**src/rtl/euler_pkg.sv**
```systemverilog
`default_nettype none
// ============================================================================
//  Module      : euler_pkg
//  Description : Shared types and constants for the Euler write-back stage.
//                Holds the write-back state encoding, the default fixed-point
//                format and helpers that derive the signed saturation bounds
//                for a given data width.
//  Revision    : 1.0  initial release
// ============================================================================
package euler_pkg;

    localparam int DATA_SIZE_DEF = 16;
    localparam int FRAC_BITS_DEF = 8;

    typedef enum logic [2:0] {
        IDLE     = 3'd0,
        WAIT_ROW = 3'd1,
        READ     = 3'd2,
        UPDATE   = 3'd3,
        WRITE    = 3'd4,
        DONE     = 3'd5
    } wb_state_t;

    // Largest representable signed value of a W-bit word, zero-extended.
    function automatic logic [63:0] sat_max(input int w);
        return (64'd1 << (w - 1)) - 64'd1;
    endfunction

    // Most negative signed value of a W-bit word; only the low W bits matter.
    function automatic logic [63:0] sat_min(input int w);
        return 64'd1 << (w - 1);
    endfunction

endpackage : euler_pkg
`default_nettype wire

```
**src/rtl/euler_axpy.sv**
```systemverilog
`default_nettype none
// ============================================================================
//  Module      : euler_axpy
//  Description : Combinational signed fixed-point update s = x_old + (h*acc >>> FRAC_BITS).
//                The product is kept at full 2*DATA_SIZE width, shifted
//                arithmetically (truncation toward -inf) and added at
//                2*DATA_SIZE+1 bits before being reduced to DATA_SIZE.
//  Build macro : EULER_WB_SATURATE_EN - clamp to the signed range instead of
//                keeping the low DATA_SIZE bits.
//  Ports       : h, acc, x_old  signed DATA_SIZE operands
//                s              reduced DATA_SIZE result
//                ovf            result did not fit in DATA_SIZE signed bits
//  Revision    : 1.0  initial release
// ============================================================================
module euler_axpy
    import euler_pkg::*;
#(
    parameter int DATA_SIZE = DATA_SIZE_DEF,
    parameter int FRAC_BITS = FRAC_BITS_DEF
) (
    input  logic signed [DATA_SIZE-1:0] h,
    input  logic signed [DATA_SIZE-1:0] acc,
    input  logic signed [DATA_SIZE-1:0] x_old,
    output logic        [DATA_SIZE-1:0] s,
    output logic                        ovf
);

    localparam int PW = 2 * DATA_SIZE;
    localparam int SW = PW + 1;

`ifdef EULER_WB_SATURATE_EN
    localparam logic [DATA_SIZE-1:0] SAT_MAX = DATA_SIZE'(sat_max(DATA_SIZE));
    localparam logic [DATA_SIZE-1:0] SAT_MIN = DATA_SIZE'(sat_min(DATA_SIZE));
`endif

    logic signed [PW-1:0]        prod;
    logic signed [PW-1:0]        prod_sh;
    logic        [SW-1:0]        sum;
    logic        [SW-DATA_SIZE:0] top;
    logic                        fits;

    always_comb begin
        prod    = h * acc;
        prod_sh = prod >>> FRAC_BITS;
        sum     = {{(SW - DATA_SIZE){x_old[DATA_SIZE-1]}}, x_old}
                + {prod_sh[PW-1], prod_sh};
        // The sum fits when every bit above the result sign bit copies it.
        top     = sum[SW-1:DATA_SIZE-1];
        fits    = (&top) | ~(|top);
        ovf     = ~fits;
`ifdef EULER_WB_SATURATE_EN
        if (fits) begin
            s = sum[DATA_SIZE-1:0];
        end else if (sum[SW-1]) begin
            s = SAT_MIN;
        end else begin
            s = SAT_MAX;
        end
`else
        s = sum[DATA_SIZE-1:0];
`endif
    end

endmodule : euler_axpy
`default_nettype wire

```
**src/rtl/euler_writeback.sv**
```systemverilog
`default_nettype none
// ============================================================================
//  Module      : euler_writeback
//  Description : Result-consumer end of the Euler matrix-vector pipeline.
//                For each row result it reads x[i], computes x[i] + h*acc,
//                writes it back and pulses return_default_state. After
//                shape_0 rows final_done is raised until the next start.
//  Build macro : EULER_WB_SATURATE_EN (see euler_axpy)
//  Ports       : clk, rst (async, active-low)
//                start, shape_0, base_addr, step_h   step control
//                data_ready, acc_in, ovf_in          row result from pipeline
//                rd_en, rd_addr, rd_data             state-memory read (1-cycle latency)
//                wr_en, wr_addr, wr_data             state-memory write
//                return_default_state                per-row release pulse
//                final_done, overflow                step status
//  Revision    : 1.0  initial release
// ============================================================================
module euler_writeback
    import euler_pkg::*;
#(
    parameter int ADD_SIZE  = 16,
    parameter int DATA_SIZE = 16,
    parameter int MAX_DIM   = 6,
    parameter int FRAC_BITS = FRAC_BITS_DEF
) (
    input  logic                 clk,
    input  logic                 rst,
    input  logic                 start,
    input  logic [MAX_DIM-1:0]   shape_0,
    input  logic [ADD_SIZE-1:0]  base_addr,
    input  logic [DATA_SIZE-1:0] step_h,
    input  logic                 data_ready,
    input  logic [DATA_SIZE-1:0] acc_in,
    input  logic                 ovf_in,
    output logic                 rd_en,
    output logic [ADD_SIZE-1:0]  rd_addr,
    input  logic [DATA_SIZE-1:0] rd_data,
    output logic                 wr_en,
    output logic [ADD_SIZE-1:0]  wr_addr,
    output logic [DATA_SIZE-1:0] wr_data,
    output logic                 return_default_state,
    output logic                 final_done,
    output logic                 overflow
);

    wb_state_t            state_q, state_d;
    logic [MAX_DIM-1:0]   row_q, row_d;
    logic [MAX_DIM-1:0]   shape_q, shape_d;
    logic [ADD_SIZE-1:0]  base_q, base_d;
    logic [DATA_SIZE-1:0] h_q, h_d;
    logic [DATA_SIZE-1:0] acc_q, acc_d;
    logic                 rd_en_q, rd_en_d;
    logic [ADD_SIZE-1:0]  rd_addr_q, rd_addr_d;
    logic                 wr_en_q, wr_en_d;
    logic [ADD_SIZE-1:0]  wr_addr_q, wr_addr_d;
    logic [DATA_SIZE-1:0] wr_data_q, wr_data_d;
    logic                 rds_q, rds_d;
    logic                 final_done_q, final_done_d;
    logic                 overflow_q, overflow_d;

    logic [DATA_SIZE-1:0] upd_s;
    logic                 upd_ovf;
    logic [ADD_SIZE-1:0]  row_addr;

    // rd_data is only meaningful in UPDATE, where it is the old x[i].
    euler_axpy #(
        .DATA_SIZE (DATA_SIZE),
        .FRAC_BITS (FRAC_BITS)
    ) u_axpy (
        .h     (h_q),
        .acc   (acc_q),
        .x_old (rd_data),
        .s     (upd_s),
        .ovf   (upd_ovf)
    );

    assign row_addr = base_q + ADD_SIZE'(row_q);

    always_comb begin
        state_d      = state_q;
        row_d        = row_q;
        shape_d      = shape_q;
        base_d       = base_q;
        h_d          = h_q;
        acc_d        = acc_q;
        rd_en_d      = 1'b0;
        rd_addr_d    = rd_addr_q;
        wr_en_d      = 1'b0;
        wr_addr_d    = wr_addr_q;
        wr_data_d    = wr_data_q;
        rds_d        = 1'b0;
        final_done_d = final_done_q;
        overflow_d   = overflow_q;

        case (state_q)
            IDLE, DONE: begin
                // A start in DONE wins over a coincident data_ready.
                if (start) begin
                    shape_d      = shape_0;
                    base_d       = base_addr;
                    h_d          = step_h;
                    row_d        = '0;
                    overflow_d   = 1'b0;
                    final_done_d = (shape_0 == '0);
                    state_d      = (shape_0 == '0) ? DONE : WAIT_ROW;
                end
            end
            WAIT_ROW: begin
                if (data_ready) begin
                    acc_d      = acc_in;
                    overflow_d = overflow_q | ovf_in;
                    rd_en_d    = 1'b1;
                    rd_addr_d  = row_addr;
                    state_d    = READ;
                end
            end
            READ: begin
                state_d = UPDATE;
            end
            UPDATE: begin
                wr_data_d  = upd_s;
                overflow_d = overflow_q | upd_ovf;
                wr_en_d    = 1'b1;
                wr_addr_d  = row_addr;
                rds_d      = 1'b1;
                state_d    = WRITE;
            end
            WRITE: begin
                if (row_q == shape_q - MAX_DIM'(1)) begin
                    final_done_d = 1'b1;
                    state_d      = DONE;
                end else begin
                    row_d   = row_q + MAX_DIM'(1);
                    state_d = WAIT_ROW;
                end
            end
            default: begin
                state_d = IDLE;
            end
        endcase
    end

    always_ff @(posedge clk or negedge rst) begin
        if (!rst) begin
            state_q      <= IDLE;
            row_q        <= '0;
            shape_q      <= '0;
            base_q       <= '0;
            h_q          <= '0;
            acc_q        <= '0;
            rd_en_q      <= 1'b0;
            rd_addr_q    <= '0;
            wr_en_q      <= 1'b0;
            wr_addr_q    <= '0;
            wr_data_q    <= '0;
            rds_q        <= 1'b0;
            final_done_q <= 1'b0;
            overflow_q   <= 1'b0;
        end else begin
            state_q      <= state_d;
            row_q        <= row_d;
            shape_q      <= shape_d;
            base_q       <= base_d;
            h_q          <= h_d;
            acc_q        <= acc_d;
            rd_en_q      <= rd_en_d;
            rd_addr_q    <= rd_addr_d;
            wr_en_q      <= wr_en_d;
            wr_addr_q    <= wr_addr_d;
            wr_data_q    <= wr_data_d;
            rds_q        <= rds_d;
            final_done_q <= final_done_d;
            overflow_q   <= overflow_d;
        end
    end

    assign rd_en                = rd_en_q;
    assign rd_addr              = rd_addr_q;
    assign wr_en                = wr_en_q;
    assign wr_addr              = wr_addr_q;
    assign wr_data              = wr_data_q;
    assign return_default_state = rds_q;
    assign final_done           = final_done_q;
    assign overflow             = overflow_q;

endmodule : euler_writeback
`default_nettype wire

```
**config.mk**
```make
export PLATFORM = sky130hd
export DESIGN_NAME = euler_writeback
export DESIGN_NICKNAME = d
export VERILOG_FILES = /design/src/rtl/euler_pkg.sv /design/src/rtl/euler_axpy.sv /design/src/rtl/euler_writeback.sv
export SDC_FILE = /design/constraint.sdc
export NUM_CORES = 1
export LEC_CHECK = 0
export BUFFER_PORTS_ARGS = -buffer_cell sky130_fd_sc_hd__buf_2
export CORE_UTILIZATION = 40
export CTS_CLUSTER_DIAMETER = 40
export DETAILED_ROUTE_END_ITERATION = 10
export GPL_TIMING_DRIVEN = 0
export HOLD_SLACK_MARGIN = 0.1
export PLACE_DENSITY = 0.63
export SYNTH_ARGS = -nofsm -noshare
export SYNTH_HDL_FRONTEND = slang
export SYNTH_SLANG_ARGS = --single-unit
```
**constraint.sdc**
```tcl
create_clock -name clk -period 9.15 [get_ports clk]
set_input_delay 0.4575 -clock clk [delete_from_list [all_inputs] [get_ports clk]]
set_output_delay 0.4575 -clock clk [all_outputs]
set_load 0.01 [all_outputs]
```
**After elaboration in Yosys (flattened, before gate mapping)**

Index checks and enable logic that the tools add are counted.

- Bits of input ports: 75
- Memory bits (writable): 0
- Output and inout port bits: 53
- Register bits: 115
- Latch bits: 0
- Memories kept: 0
- Bits in read-only memories: 0

- Shift operators: 0
- $mul: 1
- $add $sub $neg: 4
- Bitwise gates (word level): 5
- Equal/unequal tests: 10
- Reduce and logical (&&, ||, !) cells: 13
- $lt $le $gt $ge: 0
- Divide/modulo/power cells: 0
- Multiplexer cells: 17

Operators with widths:

| kind | number |
|---|---|
| 16-bit by 16-bit multiplier with 32-bit output | 1 |
| 16-bit by 24-bit adder with 25-bit output | 1 |
| 18-bit AND reduction | 1 |
| 18-bit OR reduction | 1 |
| 16-bit by 6-bit adder with 16-bit output | 1 |
| 3-bit one-hot mux with 5 select lines | 1 |
| 3-bit 2-to-1 mux | 4 |
| 6-bit 2-to-1 mux | 2 |
| 6-bit one-hot mux with 2 select lines | 1 |
| 3-bit AND reduction | 3 |
| 2-bit != test (second input constant) | 4 |
| 1-bit 2-to-1 mux | 7 |
| 6-bit by 1-bit adder with 6-bit output (second input constant) | 1 |
| 3-bit by 2-bit equality test with 1-bit output (second input constant) | 2 |
| 3-bit equality test (second input constant) | 2 |
| 6-bit equality test | 1 |
| 6-bit zero test | 1 |
| 2-bit AND reduction | 3 |
| 6-bit by 1-bit subtractor with 6-bit output (second input constant) | 1 |
| 3-bit by 1-bit equality test with 1-bit output (second input constant) | 1 |
| 3-bit zero test | 1 |
| 1-bit bitwise OR | 3 |
| 1-bit one-hot mux with 3 select lines | 1 |
| 3-bit nonzero test | 1 |
| 4 further kinds | 5 |

**Longest topological paths before layout**

Gate-level depths: netlist of run 1.

- Depth after elaboration: 8
- Depth in mapped cells: 36
- Mapped depth without buffers: 35

**By module**

From an unflattened synthesis of run 1, not the netlist that was laid out.

- Cells, all modules: 1,669
- Area, all modules: 15,662.5 µm²

By module, submodules not included:

| module | sequential area each (µm²) | area each (µm²) | cells each | instances |
|---|---|---|---|---|
| euler_axpy | 0.0 | 10,665.2 | 1,189 | 1 |
| euler_writeback | 2,877.8 | 4,997.3 | 480 | 1 |

**Least setup slack after synthesis of run 1**

OpenSTA, ideal clock, no wires.

- Path kind: reg-to-reg
- Start point: register acc_q[7]
- End point: register overflow_q, in the netlist overflow
- Cell stages (with the launch flop): 36
- Setup slack: 1,056 ps
- Buffers on the path: 2
- Setup time: 124 ps
- Data arrival time: 7,970 ps
- Required time: 9,026 ps
- Cells stage by stage: dfrtp_1 > clkbuf_1 > clkbuf_1 > nand2_1 > fa_1 > inv_1 > fa_1 > inv_1 > fa_1 > inv_1 > fa_1 > fa_1 > inv_1 > fa_1 > inv_1 > ha_1 > a21o_1 > a211o_1 > o21ai_1 > nand2b_1 > a21o_1 > and2_1 > o21a_1 > nor2_1 > xnor2_1 > ha_1 > a21oi_1 > nand2_1 > o21ai_0 > o21ai_0 > o21ba_2 > o21a_1 > o21ai_0 > xor2_1 > or4_1 > o31a_1

- Word-level cells in the longest chain between the ends: 8
- Elaborated cells between the ends (all ways): 9
- Those cells by class: add/sub (1); mul (1); mux (1); bitwise (4); reduce/logical (2)

RTL lines:

| what | line | text |
|---|---|---|
| from (decl) | euler_writeback.sv:51 | `logic [DATA_SIZE-1:0] acc_q, acc_d;` |
| from (signal assigned) | euler_writeback.sv:150 | `acc_q <= '0;` |
| from (signal assigned) | euler_writeback.sv:165 | `acc_q <= acc_d;` |
| 16-bit by 16-bit multiplier with 32-bit output (*) | euler_axpy.sv:43 | `prod = h * acc;` |
| 16-bit by 24-bit adder with 25-bit output (*) | euler_axpy.sv:46 | `+ {prod_sh[PW-1], prod_sh};` |
| 18-bit OR reduction | euler_axpy.sv:49 | `fits = (&top) \| ~(\|top);` |
| 1-bit NOT | euler_axpy.sv:49 |  |
| 1-bit bitwise OR (*) | euler_axpy.sv:49 |  |
| 1-bit NOT (*) | euler_axpy.sv:50 | `ovf = ~fits;` |
| 1-bit bitwise OR (*) | euler_writeback.sv:122 | `overflow_d = overflow_q \| upd_ovf;` |
| 1-bit one-hot mux with 3 select lines (*) | euler_writeback.sv:95 | `case (state_q)` |
| to (signal assigned) | euler_writeback.sv:173 | `overflow_q <= overflow_d;` |
| to (decl) | euler_writeback.sv:59 | `logic overflow_q, overflow_d;` |

Mark *: on every way between the ends. The rest lies on a longest branch, timed or not.
A chain may end at the register's enable or synchronous reset.

**Worst setup path after layout of run 1**

- Start point: register acc_q[14]
- End point: register overflow_q, in the netlist overflow

Same word-level chain as after synthesis.

==> results of run 1 <==
==> how the worst max path moves through the flow <==
stage | slack, ps | to | from
3_3_place_gp | -270 | overflow | acc_q[8]
3_5_place_dp | -310 | overflow | acc_q[8]
2_1_floorplan | 1060 | overflow | acc_q[7]
5_1_grt | -30 | overflow | h_q[8]
4_1_cts | 70 | overflow | h_q[12]
6_report | 380 | overflow | acc_q[14]
==> routing by layer <==
metal / track usage / part of all wire
met4: 0.05289 / 0.018
met5: 0 / 0
met2: 0.3681 / 0.49
met3: 0.04302 / 0.051
met1: 0.2996 / 0.44
==> per-stage QoR <==
step | cells | setup WS [ps] | area (sq um)
5_1_grt | 2382 | -33.03 | 17790
6_report | 2382 | 378.0 | 17790
3_5_place_dp | 2349 | -310.5 | 17080
4_1_cts | 2380 | 72.01 | 17720
2_1_floorplan | 1703 | 1056 | 15760
3_3_place_gp | 2348 | -272.1 | 17040
==> cells in the final DEF (no fill, tap or decap), drive strengths merged, types with 4 or more instances in the layout <==
| cell type | count |
|---|---|
| inv | 338 |
| fa | 263 |
| nand2 | 260 |
| buf | 136 |
| and2 | 118 |
| dfrtp | 115 |
| ha | 111 |
| o21ai | 81 |
| clkbuf | 69 |
| nor2 | 52 |
| xnor2 | 47 |
| a21oi | 43 |
| mux2 | 38 |
| xor2 | 29 |
| a21o | 21 |
| nand3 | 19 |
| nand2b | 12 |
| o21a | 8 |
| o21bai | 8 |
| nor2b | 8 |
| nor3 | 8 |
| nand4 | 6 |
| and3 | 6 |
| a31oi | 4 |
| o22ai | 4 |
| nor4 | 4 |
| mux2i | 4 |
==> cell type report <==
type / instances / area, sq um / share of cell area
clock inverters: 14 / 191.4 / 0.01076
diodes: 1 / 2.502 / 0.0001407
plain buffers: 56 / 254.0 / 0.01428
repair buffers: 132 / 701.9 / 0.03946
multi-input cells: 1196 / 11420 / 0.6420
clock buffers: 18 / 429.2 / 0.02412
flip-flops and latches: 115 / 2895 / 0.1628
inverters: 332 / 1246 / 0.07005
well taps: 518 / 648.1 / 0.03643
==> sequential cells by signal (all words and copies together) (netlist names) <==
signal	cells
return_default_state	1
row_q	6
wr_data	16
acc_q	16
h_q	16
wr_addr	16
state_q	3
shape_q	6
rd_addr	16
final_done	1
overflow	1
rd_en	1
base_q	16
==> worst reg2reg max path, delay by kind of cell, from the launching register on <==
kind / cells / cell delay, ps
adders and majority gates: 8 / 3540
AOI/OAI and AO/OA: 12 / 2330
and+or+nand+nor: 6 / 1160
buffers and inverters: 4 / 680
DFF: 1 / 620
xor gates and xnor gates: 2 / 320
==> timing repair <==
| item | CTS | global route |
|---|---|---|
| resized for setup | 17 | 42 |
| setup buffers | 0 | 3 |
| endpoints found under the setup margin | 1 | 1 |
| pin swaps | 0 | 1 |
| endpoints found under the hold margin | 58 | 0 |
| cloned | 0 | 0 |
| hold buffers | 1 | 0 |
==> kinds of logic (layout without fill, tap and decap cells) <==
| kind of cell | after synthesis | count (layout) | synth area share |
|---|---|---|---|
| AOI/OAI and AO/OA | 192 | 192 | 0.07400 |
| xor gates and xnor gates | 76 | 76 | 0.04224 |
| adders and majority gates | 375 | 375 | 0.4229 |
| buffers and inverters | 392 | 552 | 0.09370 |
| DFF | 115 | 115 | 0.1826 |
| muxes | 42 | 42 | 0.02970 |
| other | 0 | 1 | 0 |
| and+or+nand+nor | 511 | 511 | 0.1548 |
==> results.toml, run 1 <==
[min_path]
hold_path_startpoint = "acc_in[9]"
hold_end = "acc_q[9]"
holdCritPathClass = "primary input to register"
holdPathStages = 3

[drt]
first_pass_iters = 7
drc = 0
route.vias.total = 11831
drt_iter0_markers = 754
routed_wl_mm = 41.67
drt-vias-per-instance = 4.967
wl_per_cell_um = 17.49
ant_nets = 0

[place]
hpwl_mm = 34.40
gp_congestion = 0.9006
port_buffers = 127

[sta]
skew_ps = 29.74
final_hold_viol_count = 0
maxSlewViolCount = 0
worst_slew_pin_slew_ps = 1267
worst_hold_slack_ps = 209.7
setup_violations = 0
fin_crit_sh = 0.9587
fmax_mhz = 114.0
period_needed_ps = 8772
slew_headroom = 0.1525
setup_tns_ps = 0

[critical_path]
r2r_slack_ps = 380
crit_required_ps = 9470
critical-path-top-delay-family = "adder cells"
crit_path_frequent_cell = "fa_1"
crit_path_max_incr_delay_ps = 620
critPathBufInv = 4
cp_max_fo = 10
r2r_end = "overflow"
cp-end-kind = "register"
worstPathArrival_ps = 9090
timing.rr.start = "acc_q[14]"
crit_slowest_cell = "dfrtp_1"
rr_worst_depth = 32
cp-start-kind = "register"
path_class = "register to register"
crit_cells = 32

[layout]
area_delta_synth_final_pct = 12.90
fillers = 3802
layout-drive-gt1-share = 0.1353
nets = 2299
final_core_util = 0.4592

[clock_network]
path_clk_slew_ps = 80
cts_tree = "done"
cts.path.max_buffers = 2
clk_latency_ps = 450
htree_levels = 4
numCtsBuffers = 17
root_buffer = "clkbuf_16"
cts_sinks = 115

[die]
core_sq_mm = 0.03874
die_area_sq_mm = 0.04019
pin_count = 128
initial_core_util = 0.4068
fp.dieH_um = 200.5
num_rows = 72
die_w_um = 200.5

[flow_run]
maxCapViolCount = 0

[logic_synthesis]
yosys_warnings = 0
yosysMostFrequentCell = "inv_1"
synth_nets = 2152
synth_area_leaders = "fa_1, dfrtp_1, ha_1, inv_1, nand2_1"
synth_top_area_share = 0.3341
ys_top_cells_by_count = "inv_1, fa_1, nand2_1"
syn_area_sq_mm = 0.01576
synth.ff_latch_count = 115
ys_async_sr_fraction = 1.000
ys_seq_area_frac = 0.1826
postSynthCellCount = 1703
synth-edff-count = 0
ys.flop_type = "dfrtp_1"
synthDominantAreaCellType = "fa_1"
postSynthAreaPerCell_sq_um = 9.253
yosysUniqueCellTypes = 63

[global_route]
antenna_found_initial = 2
grt.overflow.total = 0
grt_max_degree = 60
grt_pass1_wl_mm = 69.62
first_global_vias = 12810
grtUsageTotal = 0.2219

[status]
status = "completed"
Power of run 1 is not shown: default switching activity piles up to over one toggle a cycle in this logic, so the estimate is an artifact.
==> inputs of run 2 (changes only) <==
- CTS_CLUSTER_SIZE: not set -> 20
- SYNTH_HIERARCHICAL: not set -> 1
==> results.toml, run 2 <==
[die]
fp.dieH_um = 199.9
initial_core_util = 0.4053
die_w_um = 199.9
pin_count = 128
num_rows = 72
die_area_sq_mm = 0.03995
core_sq_mm = 0.03865

[critical_path]
r2r_slack_ps = 380
crit_slowest_cell = "fa_1"
cp-end-kind = "register"
r2r_end = "overflow"
crit_path_max_incr_delay_ps = 520
worstPathArrival_ps = 9070
crit_required_ps = 9450
path_class = "register to register"
rr_worst_depth = 35
cp-start-kind = "register"
timing.rr.start = "h_q[11]"
crit_start = "h_q[11]"
cp_max_fo = 10
crit_path_frequent_cell = "fa_1"

[drt]
drc = 0
route.vias.total = 11781
drt-vias-per-instance = 4.975
ant_nets = 0
wl_per_cell_um = 17.12
drt_iter0_markers = 693
routed_wl_mm = 40.55
first_pass_iters = 5

[logic_synthesis]
postSynthCellCount = 1669
ys_async_sr_fraction = 1.000
synth_area_leaders = "fa_1, dfrtp_1, ha_1, inv_1, nand2_1"
postSynthAreaPerCell_sq_um = 9.384
yosysMostFrequentCell = "inv_1"
synth-edff-count = 0
synth_nets = 2118
yosysUniqueCellTypes = 73
synth_top_area_share = 0.3362
ys_top_cells_by_count = "inv_1, nand2_1, fa_1"
syn_area_sq_mm = 0.01566
synthDominantAreaCellType = "fa_1"
ys.flop_type = "dfrtp_1"
synth.ff_latch_count = 115
yosys_warnings = 6
ys_seq_area_frac = 0.1837

[layout]
nets = 2284
layout-drive-gt1-share = 0.1618
mostFrequentLayoutCell = "inv_1"
area_delta_synth_final_pct = 13.91
multi_input_area_sq_mm = 0.01134
fillers = 3677
final_cell_mix = "inv_1, nand2_1, fa_1"
seq_area_sq_mm = 0.002902
final_cells = 2368

[flow_run]
maxCapViolCount = 0

[global_route]
grt_pass1_wl_mm = 66.38
antenna_found_initial = 2
met2_usage = 0.3589
busiest_layer = "met2"
met1_usage = 0.2946
grtUsageTotal = 0.2182
grt_max_degree = 91
globalRouteMet3Util = 0.04889
first_global_vias = 12202
grt.overflow.total = 0

[sta]
final_hold_viol_count = 0
worst_slack_ps = 376.6
fmax_mhz = 114.0
period_needed_ps = 8773
worst_slew_pin_slew_ps = 1015
fin_crit_sh = 0.9588
maxSlewViolCount = 0
slew_headroom = 0.3233
skew_ps = 13.54
worst_hold_slack_ps = 225.6
setup_violations = 0

[clock_network]
cts.path.max_buffers = 2
path_clk_slew_ps = 60
numCtsBuffers = 17
clk_latency_ps = 430
root_buffer = "clkbuf_16"
cts_tree = "done"
htree_levels = 4
cts_sinks = 115

[place]
hpwl_mm = 33.49
dp_cells = 2315
preCtsSetupSlack_ps = -36.12
gp_congestion = 0.8716
port_buffers = 127

[min_path]
hold_path_startpoint = "acc_in[9]"
holdCritPathClass = "primary input to register"
hold_end = "acc_q[9]"
holdPathStages = 3

[status]
status = "completed"
run 2: logic make-up after synthesis:
group | after synthesis | synth area share
simple gates | 525 | 0.1605
mux | 39 | 0.02780
flops | 115 | 0.1837
fa+ha+maj | 374 | 0.4248
compound gates | 156 | 0.06663
xor+xnor | 77 | 0.04306
buf+inv | 383 | 0.09347
run 2: layout make-up:
cell class | instances | area share
diodes | 2 | 0.0002805
plain buffers | 55 | 0.01732
clock buffers | 18 | 0.02462
clock inverters | 14 | 0.008065
inverters | 327 | 0.06880
multi-input cells | 1171 | 0.6359
flip-flops and latches | 115 | 0.1626
well taps | 518 | 0.03633
repair buffers | 148 | 0.04608
run 2: worst max-delay path by stage:
stage	depth (start not counted)	slack, ps	endpoint
floorplan	35	1100	overflow
global placement	35	-5	overflow
detailed placement	35	-40	overflow
CTS	33	20	overflow
global route	35	-70	overflow
finish	35	380	overflow
run 2: metal layers:
metal  vias up  share of wire  wire length (um)
met3        46          0.063              2557
met1      5964           0.44             17750
met2       305           0.48             19500
met4         4          0.018               712
met5         -        0.00062                25
li1       5462              -                 -
run 2: worst max-delay path: cells and delay by family, from the launching register on:
family / cells / cell delay, ps
simple gates: 6 / 930
xor+xnor: 1 / 160
fa+ha+maj: 8 / 3690
mux: 1 / 100
compound gates: 15 / 2890
buf+inv: 4 / 370
flops: 1 / 490
run 2: stage by stage:
stage,setup TNS [ps],instance area [sq um],utilization
4_1_cts,0,17580,0.4550
3_5_place_dp,-36.12,16980,0.4394
3_3_place_gp,-5.090,16950,0.4385
6_report,0,17840,0.4616
2_1_floorplan,0,15660,-
5_1_grt,-69.68,17840,0.4615
run 2: what timing repair did:
item,CTS,global route
hold buffers,1,0
gates resized for setup,8,102
setup endpoints to repair,1,1
setup buffers,0,19
endpoints found under the hold margin,25,0
pin swaps,0,5
Power of run 2 is left out for the same reason.
==> inputs of run 3 (changes only) <==
- PLACE_DENSITY: 0.63 -> 0.65
- clock period: 9.15 -> 7.94 ns (I/O delays scaled with it)
==> results.toml, run 3 (same netlist as run 2, synthesis figures left out) <==
[status]
status = "complete, but fails checks"
violations = "negative setup slack"

[critical_path]
worstPathArrival_ps = 8580
cp_max_fo = 5
crit_required_ps = 8240
crit_slowest_cell = "fa_1"
crit_path_frequent_cell = "fa_1"
cp-start-kind = "register"
cp-end-kind = "register"
path_class = "register to register"
crit_path_max_incr_delay_ps = 530

[drt]
drt_iter0_markers = 717
routed_wl_mm = 41.82
route.vias.total = 12067
ant_nets = 0
drc = 0
drt-vias-per-instance = 5.047
wl_per_cell_um = 17.49
first_pass_iters = 5

[layout]
final_cells = 2391
layout-drive-gt1-share = 0.1935
multi_input_area_sq_mm = 0.01153
seq_area_sq_mm = 0.002909
nets = 2307
fillers = 3667
design_area_sq_mm = 0.01828
area_delta_synth_final_pct = 16.69
final_cell_mix = "inv_1, nand2_1, fa_1"
mostFrequentLayoutCell = "inv_1"

[sta]
final_hold_viol_count = 0
slew_headroom = 0.3718
rsz0062_at_grt = "true"
period_needed_ps = 8281
worst_slew_pin_slew_ps = 942.3
worst_hold_slack_ps = 158.8
skew_ps = 16.03
setup_tns_ps = -341.4
worst_slack_ps = -341.4
fin_crit_sh = 1.043
maxSlewViolCount = 0
fmax_mhz = 120.8
setup_violations = 1

[place]
hpwl_mm = 33.15
dp_cells = 2315
gp_congestion = 0.8995
port_buffers = 127
dpl_cell_area_sq_mm = 0.01699

[min_path]
holdCritPathClass = "primary input to register"

[die]
initial_core_util = 0.4053
num_rows = 72
fp.dieH_um = 199.9
die_area_sq_mm = 0.03995
die_w_um = 199.9
pin_count = 128
core_sq_mm = 0.03865

[flow_run]
maxCapViolCount = 0

[global_route]
grt.overflow.total = 0
grt_pass1_wl_mm = 69.06
first_global_vias = 12860
antenna_found_initial = 4
grtUsageTotal = 0.2249
grt_max_degree = 91

[clock_network]
htree_levels = 4
cts_sinks = 115
cts_tree = "done"
path_clk_slew_ps = 70
cts.path.max_buffers = 2
root_buffer = "clkbuf_16"
numCtsBuffers = 17
clk_latency_ps = 430
-- run 3: timing repair --
item	4_1_cts	5_1_grt
resized for setup	110	17
endpoints found under the setup margin	1	1
hold buffers	1	0
pin swaps	33	16
hold endpoints to repair	25	0
buffers inserted	36	7
-- run 3: path summary, 6_finish.rpt --
path / start / to / slack (ps) / cells past startpoint
max: h_q[9] / overflow / -340 / 35
min reg2reg: wr_data[11] / wr_data[11] / 470 / 2
min in group asynchronous: rst / base_q[1] / 380 / 2
max reg2reg: h_q[9] / overflow / -340 / 35
max in group asynchronous: rst / acc_q[2] / 6750 / 3
min: acc_in[14] / acc_q[14] / 160 / 3
-- run 3: area by class of cell --
cell class	count	area share
clock buffer	17	0.02328
multi-input combinational	1171	0.6309
antenna	2	0.0002738
buffer	54	0.02150
tap	518	0.03546
sequential	115	0.1592
timing repair buffer	172	0.05484
clock inverter	15	0.007462
inverter	327	0.06716
-- run 3: per-stage QoR --
step                      utilization  worst slack [ps]
after floorplan                     -            0.6715
after global placement         0.4387             -1064
after detailed placement       0.4396             -1176
after CTS                      0.4692            -265.9
after global routing           0.4728            -670.2
final                          0.4729            -341.4
-- run 3: routing by layer --
| layer | GRT usage | vias to the layer above | routed length (um) |
|---|---|---|---|
| li1 | - | 5512 | - |
| met1 | 0.3004 | 6180 | 18180 |
| met2 | 0.3780 | 311 | 20440 |
| met3 | 0.03713 | 60 | 2045 |
| met4 | 0.06135 | 4 | 1119 |
| met5 | 0 | - | 27 |
-- run 3: critical path: cells and delay by family (launching register included) --
family,cells,cell delay [ps]
xor+xnor,2,340
flops,1,450
buf+inv,4,380
simple gates,8,1120
fa+ha+maj,8,3510
compound gates,12,2170
mux,1,150
Power of run 3 is left out for the same reason.
